===== src/rtl/pc_fetch_if.sv =====
// Signal bundle between the PC fetch controller and its environment
// (instruction memory, datapath redirect sources and run/halt control).
interface pc_fetch_if;
  logic        run;
  logic        halt_req;
  logic        imem_req;
  logic [31:0] imem_addr;
  logic        imem_ready;
  logic [31:0] imem_rdata;
  logic        instr_valid;
  logic [31:0] instr;
  logic [31:0] instr_pc;
  logic        branch_taken;
  logic [31:0] branch_offset;
  logic        jump;
  logic [25:0] jump_target;
  logic        jr;
  logic [31:0] jr_target;
  logic [31:0] pc;
  logic [31:0] pc_next;
  logic        busy;
  logic        fault;

  modport master (
    input  run, halt_req, imem_ready, imem_rdata,
           branch_taken, branch_offset, jump, jump_target, jr, jr_target,
    output imem_req, imem_addr, instr_valid, instr, instr_pc,
           pc, pc_next, busy, fault
  );

  modport slave (
    output run, halt_req, imem_ready, imem_rdata,
           branch_taken, branch_offset, jump, jump_target, jr, jr_target,
    input  imem_req, imem_addr, instr_valid, instr, instr_pc,
           pc, pc_next, busy, fault
  );
endinterface


===== src/rtl/pc_fetch_controller.sv =====
// Program-counter sequencer: FETCH with ready handshake and wait timeout,
// one-cycle EXEC with next-PC selection, run/halt control and sticky faults.
module pc_fetch_controller #(
  parameter logic [31:0] RESET_PC = 32'h0000_0000,
  parameter int unsigned MAX_WAIT = 16
) (
  input logic         clk,
  input logic         reset,
  pc_fetch_if.master  bus
);

  typedef enum logic [2:0] {
    S_IDLE,
    S_FETCH,
    S_EXEC,
    S_HALTED,
    S_FAULT
  } state_t;

  localparam logic [7:0] WAIT_LIMIT = 8'(MAX_WAIT);

  state_t      state_q, state_d;
  logic [31:0] pc_q, pc_d;
  logic [31:0] instr_q, instr_d;
  logic [31:0] instr_pc_q, instr_pc_d;
  logic [7:0]  wait_q, wait_d;
  logic        halt_pend_q, halt_pend_d;
  logic [31:0] pc_plus4;
  logic [31:0] redirect_pc;

  // Redirect priority: jr over jump over branch over sequential.
  always_comb begin
    pc_plus4 = pc_q + 32'd4;
    if (bus.jr)                redirect_pc = bus.jr_target;
    else if (bus.jump)         redirect_pc = {pc_plus4[31:28], bus.jump_target, 2'b00};
    else if (bus.branch_taken) redirect_pc = pc_plus4 + (bus.branch_offset << 2);
    else                       redirect_pc = pc_plus4;
  end

  always_comb begin
    // NOTE: every variable gets a default before the case so no path leaves
    // it unassigned, which would otherwise infer a latch.
    state_d     = state_q;
    pc_d        = pc_q;
    instr_d     = instr_q;
    instr_pc_d  = instr_pc_q;
    wait_d      = wait_q;
    halt_pend_d = halt_pend_q;

    case (state_q)
      S_IDLE: if (bus.run) state_d = S_FETCH;

      S_FETCH: begin
        if (bus.halt_req) halt_pend_d = 1'b1;
        if (bus.imem_ready) begin
          instr_d    = bus.imem_rdata;
          instr_pc_d = pc_q;
          wait_d     = 8'd0;
          state_d    = S_EXEC;
        end else begin
          wait_d = wait_q + 8'd1;
          if (wait_d == WAIT_LIMIT) state_d = S_FAULT;
        end
      end

      S_EXEC: begin
        // A misaligned target faults without committing the new PC.
        if (redirect_pc[1:0] != 2'b00) begin
          state_d = S_FAULT;
        end else begin
          pc_d = redirect_pc;
          if (bus.halt_req || halt_pend_q) begin
            state_d     = S_HALTED;
            halt_pend_d = 1'b0;
          end else begin
            state_d = S_FETCH;
          end
        end
      end

      S_HALTED: if (bus.run) state_d = S_FETCH;

      S_FAULT: state_d = S_FAULT;

      default: state_d = S_IDLE;
    endcase
  end

  // NOTE: sequential state uses non-blocking assignments so every register
  // samples the pre-edge values, independent of statement order.
  always_ff @(posedge clk or posedge reset) begin
    if (reset) begin
      state_q     <= S_IDLE;
      pc_q        <= RESET_PC;
      instr_q     <= 32'd0;
      instr_pc_q  <= 32'd0;
      wait_q      <= 8'd0;
      halt_pend_q <= 1'b0;
    end else begin
      state_q     <= state_d;
      pc_q        <= pc_d;
      instr_q     <= instr_d;
      instr_pc_q  <= instr_pc_d;
      wait_q      <= wait_d;
      halt_pend_q <= halt_pend_d;
    end
  end

  assign bus.imem_req    = (state_q == S_FETCH);
  assign bus.imem_addr   = pc_q;
  assign bus.instr_valid = (state_q == S_EXEC);
  assign bus.instr       = instr_q;
  assign bus.instr_pc    = instr_pc_q;
  assign bus.pc          = pc_q;
  assign bus.pc_next     = (state_q == S_EXEC) ? redirect_pc : pc_q;
  assign bus.busy        = (state_q == S_FETCH) || (state_q == S_EXEC);
  assign bus.fault       = (state_q == S_FAULT);

endmodule


===== src/flat_wrapper.sv =====
// flat-port wrapper written by rule: the top's interface ports become plain ports
module pc_fetch_controller_flat 
#(
  parameter logic [31:0] RESET_PC = 32'h0000_0000,
  parameter int unsigned MAX_WAIT = 16
)
  (clk, reset, bus_run, bus_halt_req, bus_imem_ready, bus_imem_rdata, bus_branch_taken, bus_branch_offset, bus_jump, bus_jump_target, bus_jr, bus_jr_target, bus_imem_req, bus_imem_addr, bus_instr_valid, bus_instr, bus_instr_pc, bus_pc, bus_pc_next, bus_busy, bus_fault);
  pc_fetch_if bus_i ();
  input logic clk;
  input logic reset;
  input wire logic [$bits(bus_i.run)-1:0] bus_run;
  input wire logic [$bits(bus_i.halt_req)-1:0] bus_halt_req;
  input wire logic [$bits(bus_i.imem_ready)-1:0] bus_imem_ready;
  input wire logic [$bits(bus_i.imem_rdata)-1:0] bus_imem_rdata;
  input wire logic [$bits(bus_i.branch_taken)-1:0] bus_branch_taken;
  input wire logic [$bits(bus_i.branch_offset)-1:0] bus_branch_offset;
  input wire logic [$bits(bus_i.jump)-1:0] bus_jump;
  input wire logic [$bits(bus_i.jump_target)-1:0] bus_jump_target;
  input wire logic [$bits(bus_i.jr)-1:0] bus_jr;
  input wire logic [$bits(bus_i.jr_target)-1:0] bus_jr_target;
  output wire logic [$bits(bus_i.imem_req)-1:0] bus_imem_req;
  output wire logic [$bits(bus_i.imem_addr)-1:0] bus_imem_addr;
  output wire logic [$bits(bus_i.instr_valid)-1:0] bus_instr_valid;
  output wire logic [$bits(bus_i.instr)-1:0] bus_instr;
  output wire logic [$bits(bus_i.instr_pc)-1:0] bus_instr_pc;
  output wire logic [$bits(bus_i.pc)-1:0] bus_pc;
  output wire logic [$bits(bus_i.pc_next)-1:0] bus_pc_next;
  output wire logic [$bits(bus_i.busy)-1:0] bus_busy;
  output wire logic [$bits(bus_i.fault)-1:0] bus_fault;
  assign bus_i.run = bus_run;
  assign bus_i.halt_req = bus_halt_req;
  assign bus_i.imem_ready = bus_imem_ready;
  assign bus_i.imem_rdata = bus_imem_rdata;
  assign bus_i.branch_taken = bus_branch_taken;
  assign bus_i.branch_offset = bus_branch_offset;
  assign bus_i.jump = bus_jump;
  assign bus_i.jump_target = bus_jump_target;
  assign bus_i.jr = bus_jr;
  assign bus_i.jr_target = bus_jr_target;
  assign bus_imem_req = bus_i.imem_req;
  assign bus_imem_addr = bus_i.imem_addr;
  assign bus_instr_valid = bus_i.instr_valid;
  assign bus_instr = bus_i.instr;
  assign bus_instr_pc = bus_i.instr_pc;
  assign bus_pc = bus_i.pc;
  assign bus_pc_next = bus_i.pc_next;
  assign bus_busy = bus_i.busy;
  assign bus_fault = bus_i.fault;
  pc_fetch_controller #(.RESET_PC(RESET_PC), .MAX_WAIT(MAX_WAIT)) u_core (.clk(clk), .reset(reset), .bus(bus_i));
endmodule

===== config.mk =====
export PLATFORM = sky130hd
export DESIGN_NAME = pc_fetch_controller_flat
export DESIGN_NICKNAME = d
export VERILOG_FILES = /design/src/rtl/pc_fetch_if.sv /design/src/rtl/pc_fetch_controller.sv /design/src/flat_wrapper.sv
export SDC_FILE = /design/constraint.sdc
export NUM_CORES = 1
export LEC_CHECK = 0
export ABC_AREA = 1
export BUFFER_PORTS_ARGS = -buffer_cell sky130_fd_sc_hd__clkbuf_2
export CAP_MARGIN = 20
export CORE_MARGIN = 2
export CORE_UTILIZATION = 35
export CTS_BUF_LIST = sky130_fd_sc_hd__clkbuf_16
export CTS_CLUSTER_SIZE = 30
export DETAILED_ROUTE_END_ITERATION = 8
export PLACE_DENSITY = 0.55
export SLEW_MARGIN = 40
export SYNTH_ARGS = -nofsm -noshare
export SYNTH_HDL_FRONTEND = slang
export SYNTH_SLANG_ARGS = --single-unit

===== constraint.sdc =====
create_clock -name clk -period 9.7 [get_ports clk]
set_input_delay 0.97 -clock clk [delete_from_list [all_inputs] [get_ports clk]]
set_output_delay 0.97 -clock clk [all_outputs]
set_load 0.005 [all_outputs]

==> results.ini, run 1 <==
[status]
status = finished, final reports clean

[global_routing]
grt_max_degree = 95
overflow = 0
grt_pass1_wl_mm = 48.8
grt_usage_pct = 24.0
antenna_found_initial = 1
grt_pass1_vias = 8886

[timing]
period_share_pct = 51.8
clock.fmax_mhz = 199
grt_setup_unrepaired = no
final_hold_viol_count = 0
finalMaxSlewViolations = 0
period_needed_ns = 5.02
worst_pin_slew_ns = 0.664
slew_headroom_pct = 55.3
setup_viol = 0
skew_ns = 0.00908
setup_tns_ns = 0

[worst_setup_path]
cp_top_family = simple AND/OR/NAND/NOR gates
path_buf_inv = 3
path_max_fanout = 7
timing.rr.end = u_core.bus.imem_addr[21]
arrival_ns = 4.05
critPathSlowestCell = dfrtp_1
cpMostUsedCell = nand2_1
startpoint_type = flip-flop
max_stage_delay_ns = 0.51
required_ns = 8.73
crit_chain = ha_1 > nand3_1 > inv_1 > nand2_2 > nor2_4 > xor2_1 > ha_1 > nand2_1 > nor2_1 > inv_1 > nor2_1 > nand3_1 > nand4_1 > nand3_1 > nand2_1 > nand2_1 > nand2_1 > nand2_1 > nand2_1 > clkbuf_2
worst-r2r-cell-count = 20
reg2reg_from = u_core.bus.imem_addr[3]
rrSetupSlack_ns = 6.02
worstSetupPathType = reg2out
critPathCaptureType = output port

[synthesis]
avgSynthCellArea_um2 = 6.52
ys_ff_latch = 108
async_reset_ff_share_pct = 100
synth_warnings = 0
yosys.area.top_type_share_pct = 30.4
syn-instance-count = 1364
synth_edf_count = 0
synth-seq-area-share_pct = 30.4
yosysUniqueCellTypes = 46
synth_nets = 1533
ys.flop_type = dfrtp_1
synthTopCellsByArea = dfrtp_1, nand2_1, inv_1, ha_1, nor2_1
synth_top_cell_by_area = dfrtp_1
netlist_area_um2 = 8890

[final_layout]
drive_above_1_share_pct = 24.0
num-fill-cells = 2734
final_util_pct = 42.7
final_common_cell = nand2_1
multi_input_area_um2 = 5080
regArea_um2 = 2700
final_cell_mix = nand2_1, clkbuf_2, inv_1
nets = 1770
areaGrowthSynthToFinish_pct = 20.3
stdcell_area_um2 = 10700
antenna_cells = 0

[route]
drc = 0
wl_per_cell_um = 16.7
antenna_left = 0
wl_mm = 32.4
via_per_inst = 4.80
drt-pass1-iter-count = 5
vias = 9287
drt_iter0_markers = 547

[min_path]
min_path_cells = 2
worstHoldEndpoint = u_core.halt_pend_q
min-delay-start = u_core.halt_pend_q
hold_class = reg2reg

[clock_tree]
cts_sinks = 108
ctsHtreeMaxLevel = 3
cts_buffers = 9
post_cts_buffers = 0
cts_resized = 0
cts_hold_buf = 0
clk_path_buf_depth = 2
cts_root_buf = clkbuf_16
tritoncts = built
clk_pin_slew_worst_paths_ns = 0.07
clk_latency_ns = 0.34

[power_and_ir_drop]
leakagePower_uw = 0.00600
powerDensity_nw_per_um2 = 293
vdd_drop_max_v = 0.000188

[floorplan]
start_util_pct = 35.5
io_pins = 294
die_area_um2 = 26700
chipHeight_um = 163
core.rowCount = 58
fp.dieW_um = 163
coreArea_um2 = 25000

[placed_design]
dpl.hpwl_mm = 26.3
placed_cell_area_um2 = 10400
place.gp.congestion = 0.947
portBuffers = 291

[job]
cap_violations = 0

[cells in the mapped netlist, types with 4 or more instances]
| cell type | instances |
|---|---|
| nand2_1 | 509 |
| o21bai_1 | 4 |
| clkbuf_1 | 10 |
| dfrtp_1 | 108 |
| o31ai_1 | 8 |
| nor3_1 | 11 |
| and2_1 | 4 |
| mux2_2 | 35 |
| nor2_4 | 7 |
| ha_1 | 38 |
| inv_2 | 6 |
| buf_4 | 38 |
| a21oi_1 | 39 |
| xor2_1 | 22 |
| o21ai_0 | 83 |
| nor2_2 | 8 |
| nor2_1 | 115 |
| nand2_2 | 8 |
| nand4_1 | 9 |
| inv_1 | 171 |
| nand3_1 | 73 |
| o21ai_1 | 11 |
| buf_2 | 16 |
[worst max-delay path by stage]
stage	startpoint	end	cells past startpoint
after floorplan	reset	u_core.bus.imem_addr[0]	1
after global placement	u_core.bus.imem_addr[3]	bus_pc_next[21]	20
after detailed placement	u_core.bus.imem_addr[3]	bus_pc_next[21]	20
after CTS	u_core.bus.imem_addr[3]	bus_pc_next[21]	20
after global routing	u_core.bus.imem_addr[3]	bus_pc_next[21]	20
final	u_core.bus.imem_addr[3]	bus_pc_next[21]	20
[cell families after synthesis]
family                   after synthesis  synth area share (%)
AO/OA/AOI/OAI                        156                  9.50
XOR/XNOR                              24                  2.45
adder cells (fa/ha/maj)               39                  5.57
buffers and inverters                249                  12.7
flip-flops                           108                  30.4
multiplexers                          35                  4.43
AND/OR/NAND/NOR                      753                  35.0
[layout make-up]
class,count,share of cell area [%]
sequential,108,25.3
multi-input combinational,1007,47.5
tap,330,3.86
clock buffer,9,2.11
timing repair buffer,295,13.9
inverter,180,6.39
clock inverter,7,0.912
[per-layer routing]
metal / up-vias / wire length [um] / track usage, %
met4: 2 / 918 / 7.56
met1: 4227 / 14600 / 32.2
met2: 292 / 14700 / 39.0
met3: 52 / 2190 / 4.57
li1: 4714 / - / -
met5: - / 8 / 0
[sequential cells by signal, summed over array words and instances (netlist names)]
signal / flops
u_core.bus.instr: 32
u_core.wait_q: 8
u_core.state_q: 3
u_core.halt_pend_q: 1
u_core.bus.instr_pc: 32
u_core.bus.imem_addr: 32
[per-stage QoR]
step | worst slack (ns) | cells | hold WS, ns | power (uW)
floorplan | 5.88 | 1364 | 0.446 | 2040
global route | 4.32 | 1936 | 0.516 | 3430
global placement | 5.07 | 1920 | 0.463 | 2710
CTS | 4.69 | 1936 | 0.488 | 3150
detailed placement | 5.08 | 1920 | 0.467 | 2740
finish | 4.68 | 1936 | 0.489 | 3130
[worst register-to-register path: stages (launching register included)]
cell	delay, ns
dfrtp_1	0.51
ha_1	0.25
nand3_1	0.18
inv_1	0.12
nand2_2	0.09
nor2_4	0.19
xor2_1	0.31
ha_1	0.33
nand2_1	0.16
nor2_1	0.21
inv_1	0.06
nor2_1	0.27
nand3_1	0.22
nand3_1	0.13
nand2_1	0.05
nand3_1	0.06
nand2_1	0.07
nand2_1	0.06
nand2_1	0.18
nand2_1	0.11
nand2_1	0.05
[power by group]
group          switching [uW]  internal (uW)
clock                     176            228
sequential                229            651
combinational            1130            716
Power figures use the tool's default switching activity.
==> run 2: changes to the inputs <==
Clock period 9.7 ns to 4.86 ns, I/O delays scaled along.
==> results.ini, run 2 (synthesis results as in run 1) <==
[status]
status = finished, final reports clean  ; unchanged

[route]
wl_per_cell_um = 16.7  ; about the same
via_per_inst = 4.80  ; about the same
wl_mm = 32.3  ; was 32.4 mm
drt_iter0_markers = 655  ; was 547
antenna_left = 0  ; unchanged
vias = 9322  ; was 9287
drt-pass1-iter-count = 6  ; was 5
drc = 0  ; unchanged

[worst_setup_path]
rrSetupSlack_ns = 1.40  ; was 6.02 ns
worstSetupPathType = reg2out  ; unchanged
crit_chain = nand2_2 > nor2_4 > nand2_2 > nor2_4 > nand2_2 > nor2_2 > xor2_1 > inv_1 > ha_1 > nand2_1 > nor3_1 > nand2_1 > nor3_1 > nand2_1 > nand3_1 > nand3_1 > nand2_1 > nand3_1 > nand2_1 > clkbuf_2  ; was ha_1 > nand3_1 > inv_1 > nand2_2 > nor2_4 > xor2_1 > ha_1 > nand2_1 > nor2_1 > inv_1 > nor2_1 > nand3_1 > nand4_1 > nand3_1 > nand2_1 > nand2_1 > nand2_1 > nand2_1 > nand2_1 > clkbuf_2
path_buf_inv = 2  ; was 3
startpoint_type = flip-flop  ; unchanged
path_max_fanout = 10  ; was 7
worst-r2r-cell-count = 20  ; unchanged
max_stage_delay_ns = 0.60  ; was 0.51 ns
cp_top_family = simple AND/OR/NAND/NOR gates  ; unchanged
required_ns = 4.37  ; was 8.73 ns
critPathCaptureType = output port  ; unchanged
startpoint = u_core.bus.imem_addr[4]  ; was u_core.bus.imem_addr[3]
timing.rr.end = u_core.bus.imem_addr[30]  ; was u_core.bus.imem_addr[21]
arrival_ns = 3.86  ; was 4.05 ns
reg2reg_from = u_core.bus.imem_addr[4]  ; was u_core.bus.imem_addr[3]
cpMostUsedCell = nand2_1  ; unchanged
critPathSlowestCell = dfrtp_1  ; unchanged

[timing]
final_hold_viol_count = 0  ; unchanged
period_share_pct = 89.5
period_needed_ns = 4.35
setup_viol = 0  ; unchanged
grt_setup_unrepaired = no  ; unchanged
finalMaxSlewViolations = 0  ; unchanged
worst_pin_slew_ns = 0.735  ; was 0.664 ns
skew_ns = 0.00798  ; was 0.00908 ns
clock.fmax_mhz = 230
holdWs_ns = 0.249  ; was 0.489 ns
slew_headroom_pct = 51.0  ; was 55.3%
setup_tns_ns = 0  ; unchanged

[clock_tree]
post_cts_buffers = 0  ; unchanged
clk_latency_ns = 0.35  ; was 0.34 ns
cts_sinks = 108  ; unchanged
clk_pin_slew_worst_paths_ns = 0.08  ; was 0.07 ns
cts_hold_buf = 0  ; unchanged
ctsHtreeMaxLevel = 3  ; unchanged
clk_path_buf_depth = 2  ; unchanged
tritoncts = built  ; unchanged
cts_resized = 0  ; unchanged
cts_buffers = 9  ; unchanged
cts_root_buf = clkbuf_16  ; unchanged

[power_and_ir_drop]
powerDensity_nw_per_um2 = 577  ; was 293 nW/um2
leakagePower_uw = 0.00600  ; about the same
vdd_drop_max_v = 0.000307  ; was 0.000188 V

[global_routing]
grt_usage_pct = 24.0  ; about the same
grt_pass1_vias = 8872  ; was 8886
grt_max_degree = 95  ; unchanged
antenna_found_initial = 1  ; unchanged
grt_pass1_wl_mm = 48.9  ; was 48.8 mm
overflow = 0  ; unchanged

[placed_design]
dp.cells = 1924  ; was 1920
dpl.hpwl_mm = 26.3  ; about the same
placed_cell_area_um2 = 10400  ; about the same
place.gp.congestion = 0.933  ; was 0.947
portBuffers = 291  ; unchanged

[floorplan]
die_area_um2 = 26700  ; unchanged
fp.dieW_um = 163  ; unchanged
io_pins = 294  ; unchanged
coreArea_um2 = 25000  ; unchanged
core.rowCount = 58  ; unchanged
chipHeight_um = 163  ; unchanged
start_util_pct = 35.5  ; unchanged

[final_layout]
drive_above_1_share_pct = 24.2  ; was 24.0%
final_common_cell = nand2_1  ; unchanged
final_cell_mix = nand2_1, clkbuf_2, inv_1  ; unchanged
final_util_pct = 42.7  ; about the same
num-fill-cells = 2728  ; was 2734
nets = 1774  ; was 1770
layout.cells.non_filler = 1942  ; was 1936
areaGrowthSynthToFinish_pct = 20.2  ; was 20.3%
stdcell_area_um2 = 10700  ; about the same

[min_path]
hold_class = in2async  ; was reg2reg

[job]
cap_violations = 0  ; unchanged

run 2: changes by cell type in the layout (fill, tap and decap cells not counted), sizes merged:
cell	change
buf	+4
bufinv	-2
inv	+1
clkinv	-1
diode	+2
clkinvlp	+2
run 2: metrics by stage:
stage	total power, uW	setup slack, ns
after floorplan	4070	1.53
after global placement	5430	0.907
after detailed placement	5450	0.898
after CTS	6210	0.498
after global routing	6760	0.207
final	6170	0.513
run 2: final cells by class:
cell class	count	area [um2]	share of cell area [%]
antenna	2	5.00	0.0468
clock buffer	9	225	2.11
clock inverter	7	58.8	0.550
inverter	180	686	6.42
multi-input combinational	1007	5080	47.5
sequential	108	2700	25.3
tap	330	413	3.87
timing repair buffer	299	1520	14.2
run 2: worst reg2reg max path, cell delays in order (launching register included):
cell     delay, ns
dfrtp_1       0.60
nand2_2       0.12
nor2_4        0.14
nand2_2       0.08
nor2_4        0.23
nand2_2       0.10
nor2_2        0.12
xor2_1        0.27
inv_1         0.10
ha_1          0.37
nand2_1       0.12
nor3_1        0.28
nand2_1       0.15
nor3_1        0.16
nand2_1       0.12
nand2_1       0.08
nand2_1       0.05
nand3_1       0.06
nand2_1       0.08
nand3_1       0.07
nand2_1       0.05
run 2: layer usage:
| layer | track usage [%] | wire length (um) | up-vias |
|---|---|---|---|
| met3 | 4.04 | 2140 | 46 |
| met2 | 39.1 | 14700 | 293 |
| met5 | 0 | 0 | - |
| met4 | 6.96 | 854 | 0 |
| met1 | 32.6 | 14600 | 4250 |
| li1 | - | - | 4733 |
run 2: worst max path at each step:
stage                              end  depth (start not counted)
5_1_grt                bus_pc_next[28]                         22
4_1_cts                bus_pc_next[30]                         19
2_1_floorplan  u_core.bus.imem_addr[0]                          1
3_3_place_gp           bus_pc_next[15]                         19
6_report               bus_pc_next[30]                         20
3_5_place_dp           bus_pc_next[30]                         19
run 2: power by group:
group / leakage (uW) / internal, uW / switching [uW] / total [uW]
logic: 0.00452 / 1430 / 2260 / 3700
registers: 0.00135 / 1300 / 451 / 1750
clock network: 0.000132 / 357 / 365 / 722
==> run 3: changes to the inputs <==
Settings changed: PLACE_DENSITY 0.55 to not set, TNS_END_PERCENT set to 50.
==> results.ini, run 3 (synthesis results as in run 1) <==
[status]
status = finished, final reports clean  ; unchanged

[worst_setup_path]
arrival_ns = 3.91  ; was 3.86 ns
required_ns = 4.37  ; about the same
worst-r2r-cell-count = 20  ; unchanged
worstSetupPathType = reg2out  ; unchanged
rrSetupSlack_ns = 1.38  ; was 1.40 ns
critPathCaptureType = output port  ; unchanged
startpoint_type = flip-flop  ; unchanged
path_max_fanout = 7  ; was 10
reg2reg_from = u_core.bus.imem_addr[3]  ; was u_core.bus.imem_addr[4]
timing.rr.end = u_core.bus.imem_addr[21]  ; was u_core.bus.imem_addr[30]

[placed_design]
dp.cells = 1923  ; was 1924
place_ws_ns = 0.914  ; was 0.898 ns
place.gp.congestion = 0.959  ; was 0.933
portBuffers = 291  ; unchanged
dpl.hpwl_mm = 26.1  ; was 26.3 mm

[floorplan]
core.rowCount = 58  ; unchanged
coreArea_um2 = 25000  ; unchanged
chipHeight_um = 163  ; unchanged
start_util_pct = 35.5  ; unchanged
die_area_um2 = 26700  ; unchanged
fp.dieW_um = 163  ; unchanged
io_pins = 294  ; unchanged

[clock_tree]
clk_pin_slew_worst_paths_ns = 0.09  ; was 0.08 ns
post_cts_buffers = 0  ; unchanged
cts_root_buf = clkbuf_16  ; unchanged
cts_sinks = 108  ; unchanged
cts_buffers = 9  ; unchanged
ctsHtreeMaxLevel = 3  ; unchanged
clk_path_buf_depth = 2  ; unchanged
tritoncts = built  ; unchanged
cts_resized = 0  ; unchanged
cts_hold_buf = 0  ; unchanged
clk_latency_ns = 0.36  ; was 0.35 ns

[global_routing]
overflow = 0  ; unchanged
grt_max_degree = 95  ; unchanged
antenna_found_initial = 0  ; was 1
grt_pass1_wl_mm = 48.6  ; was 48.9 mm
grt_usage_pct = 23.7  ; was 24.0%
grt_pass1_vias = 8929  ; was 8872

[final_layout]
layout.cells.non_filler = 1939  ; was 1942
antenna_cells = 0  ; was 2
num-fill-cells = 2686  ; was 2728
nets = 1773  ; was 1774
final_cell_mix = nand2_1, clkbuf_2, inv_1  ; unchanged
final_common_cell = nand2_1  ; unchanged
areaGrowthSynthToFinish_pct = 20.3  ; was 20.2%
drive_above_1_share_pct = 24.1  ; was 24.2%

[timing]
slew_headroom_pct = 48.5  ; was 51.0%
worst_pin_slew_ns = 0.768  ; was 0.735 ns
period_needed_ns = 4.40  ; was 4.35 ns
setup_tns_ns = 0  ; unchanged
finalWorstSetupSlack_ns = 0.460  ; was 0.513 ns
skew_ns = 0.0157  ; was 0.00798 ns
finalMaxSlewViolations = 0  ; unchanged
final_hold_viol_count = 0  ; unchanged
holdWs_ns = 0.184  ; was 0.249 ns
period_share_pct = 90.5  ; was 89.5%
clock.fmax_mhz = 227  ; was 230 MHz
grt_setup_unrepaired = no  ; unchanged
setup_viol = 0  ; unchanged

[job]
cap_violations = 0  ; unchanged

[power_and_ir_drop]
vdd_drop_max_v = 0.000359  ; was 0.000307 V
powerDensity_nw_per_um2 = 581  ; was 577 nW/um2
leakagePower_uw = 0.00601  ; was 0.00600 uW

[min_path]
hold_class = in2async  ; unchanged

[route]
wl_mm = 32.0  ; was 32.3 mm
wl_per_cell_um = 16.5  ; was 16.7 um
drt_iter0_markers = 505  ; was 655
via_per_inst = 4.78  ; was 4.80
drt-pass1-iter-count = 6  ; unchanged
vias = 9275  ; was 9322
drc = 0  ; unchanged
antenna_left = 0  ; unchanged

-- run 3: cell types whose count changed in the layout (fill, tap and decap cells not counted), sizes merged --
cell      before  now
clkinvlp       3    0
diode          2    0
buf            8    7
bufinv         0    1
clkinv         3    4
inv          181  182
-- run 3: area by class of cell --
class / instances / area (um2) / area share, %
multi-input combinational: 1007 / 5080 / 47.5
clock inverter: 7 / 82.6 / 0.772
clock buffer: 9 / 225 / 2.11
inverter: 180 / 686 / 6.41
timing repair buffer: 298 / 1510 / 14.1
tap: 330 / 413 / 3.86
sequential: 108 / 2700 / 25.3
-- run 3: worst max-delay path, cell delays in order, from the launching register on --
cell and delay, ns:
dfrtp_1 0.52, ha_1 0.26, nand3_1 0.16, inv_1 0.12
nand2_2 0.08, nor2_4 0.18, xor2_1 0.37, ha_1 0.33
nand2_1 0.16, nor2_1 0.19, inv_1 0.06, nor2_1 0.20
nand3_1 0.14, nand4_1 0.11, nand3_1 0.07, nand2_1 0.07
nand2_1 0.04, nand2_1 0.17, nand2_1 0.08, nand2_1 0.10
clkbuf_2 0.14
-- run 3: worst max-delay path by stage --
stage                     slack (ns)                      end               startpoint
after global placement          0.96          bus_pc_next[30]  u_core.bus.imem_addr[4]
after detailed placement        0.91          bus_pc_next[21]  u_core.bus.imem_addr[3]
after global routing            0.16          bus_pc_next[21]  u_core.bus.imem_addr[3]
final                           0.46          bus_pc_next[21]  u_core.bus.imem_addr[3]
after floorplan                 1.53  u_core.bus.imem_addr[0]                    reset
after CTS                       0.50          bus_pc_next[21]  u_core.bus.imem_addr[3]
-- run 3: per-layer routing --
layer  GRT usage, %  vias to the layer above  share of wire [%]
li1               -                     4726                  -
met1           31.1                     4206                 44
met2           39.9                      298                 46
met3           4.57                       45                7.3
met4           6.52                        0                2.5
met5              0                        -                  0
-- run 3: through the flow --
stage | power, uW | area (um2) | utilization [%]
after floorplan | 4070 | 8890 | -
after global placement | 5400 | 10400 | 41.4
after detailed placement | 5440 | 10400 | 41.5
after CTS | 6240 | 10700 | 42.7
after global routing | 6790 | 10700 | 42.7
final | 6220 | 10700 | 42.7
-- run 3: report_power, final --
group	switching (uW)	total (uW)	internal [uW]
clock	370	781	411
combinational	2250	3680	1430
sequential	454	1750	1300
total	3080	6220	3140
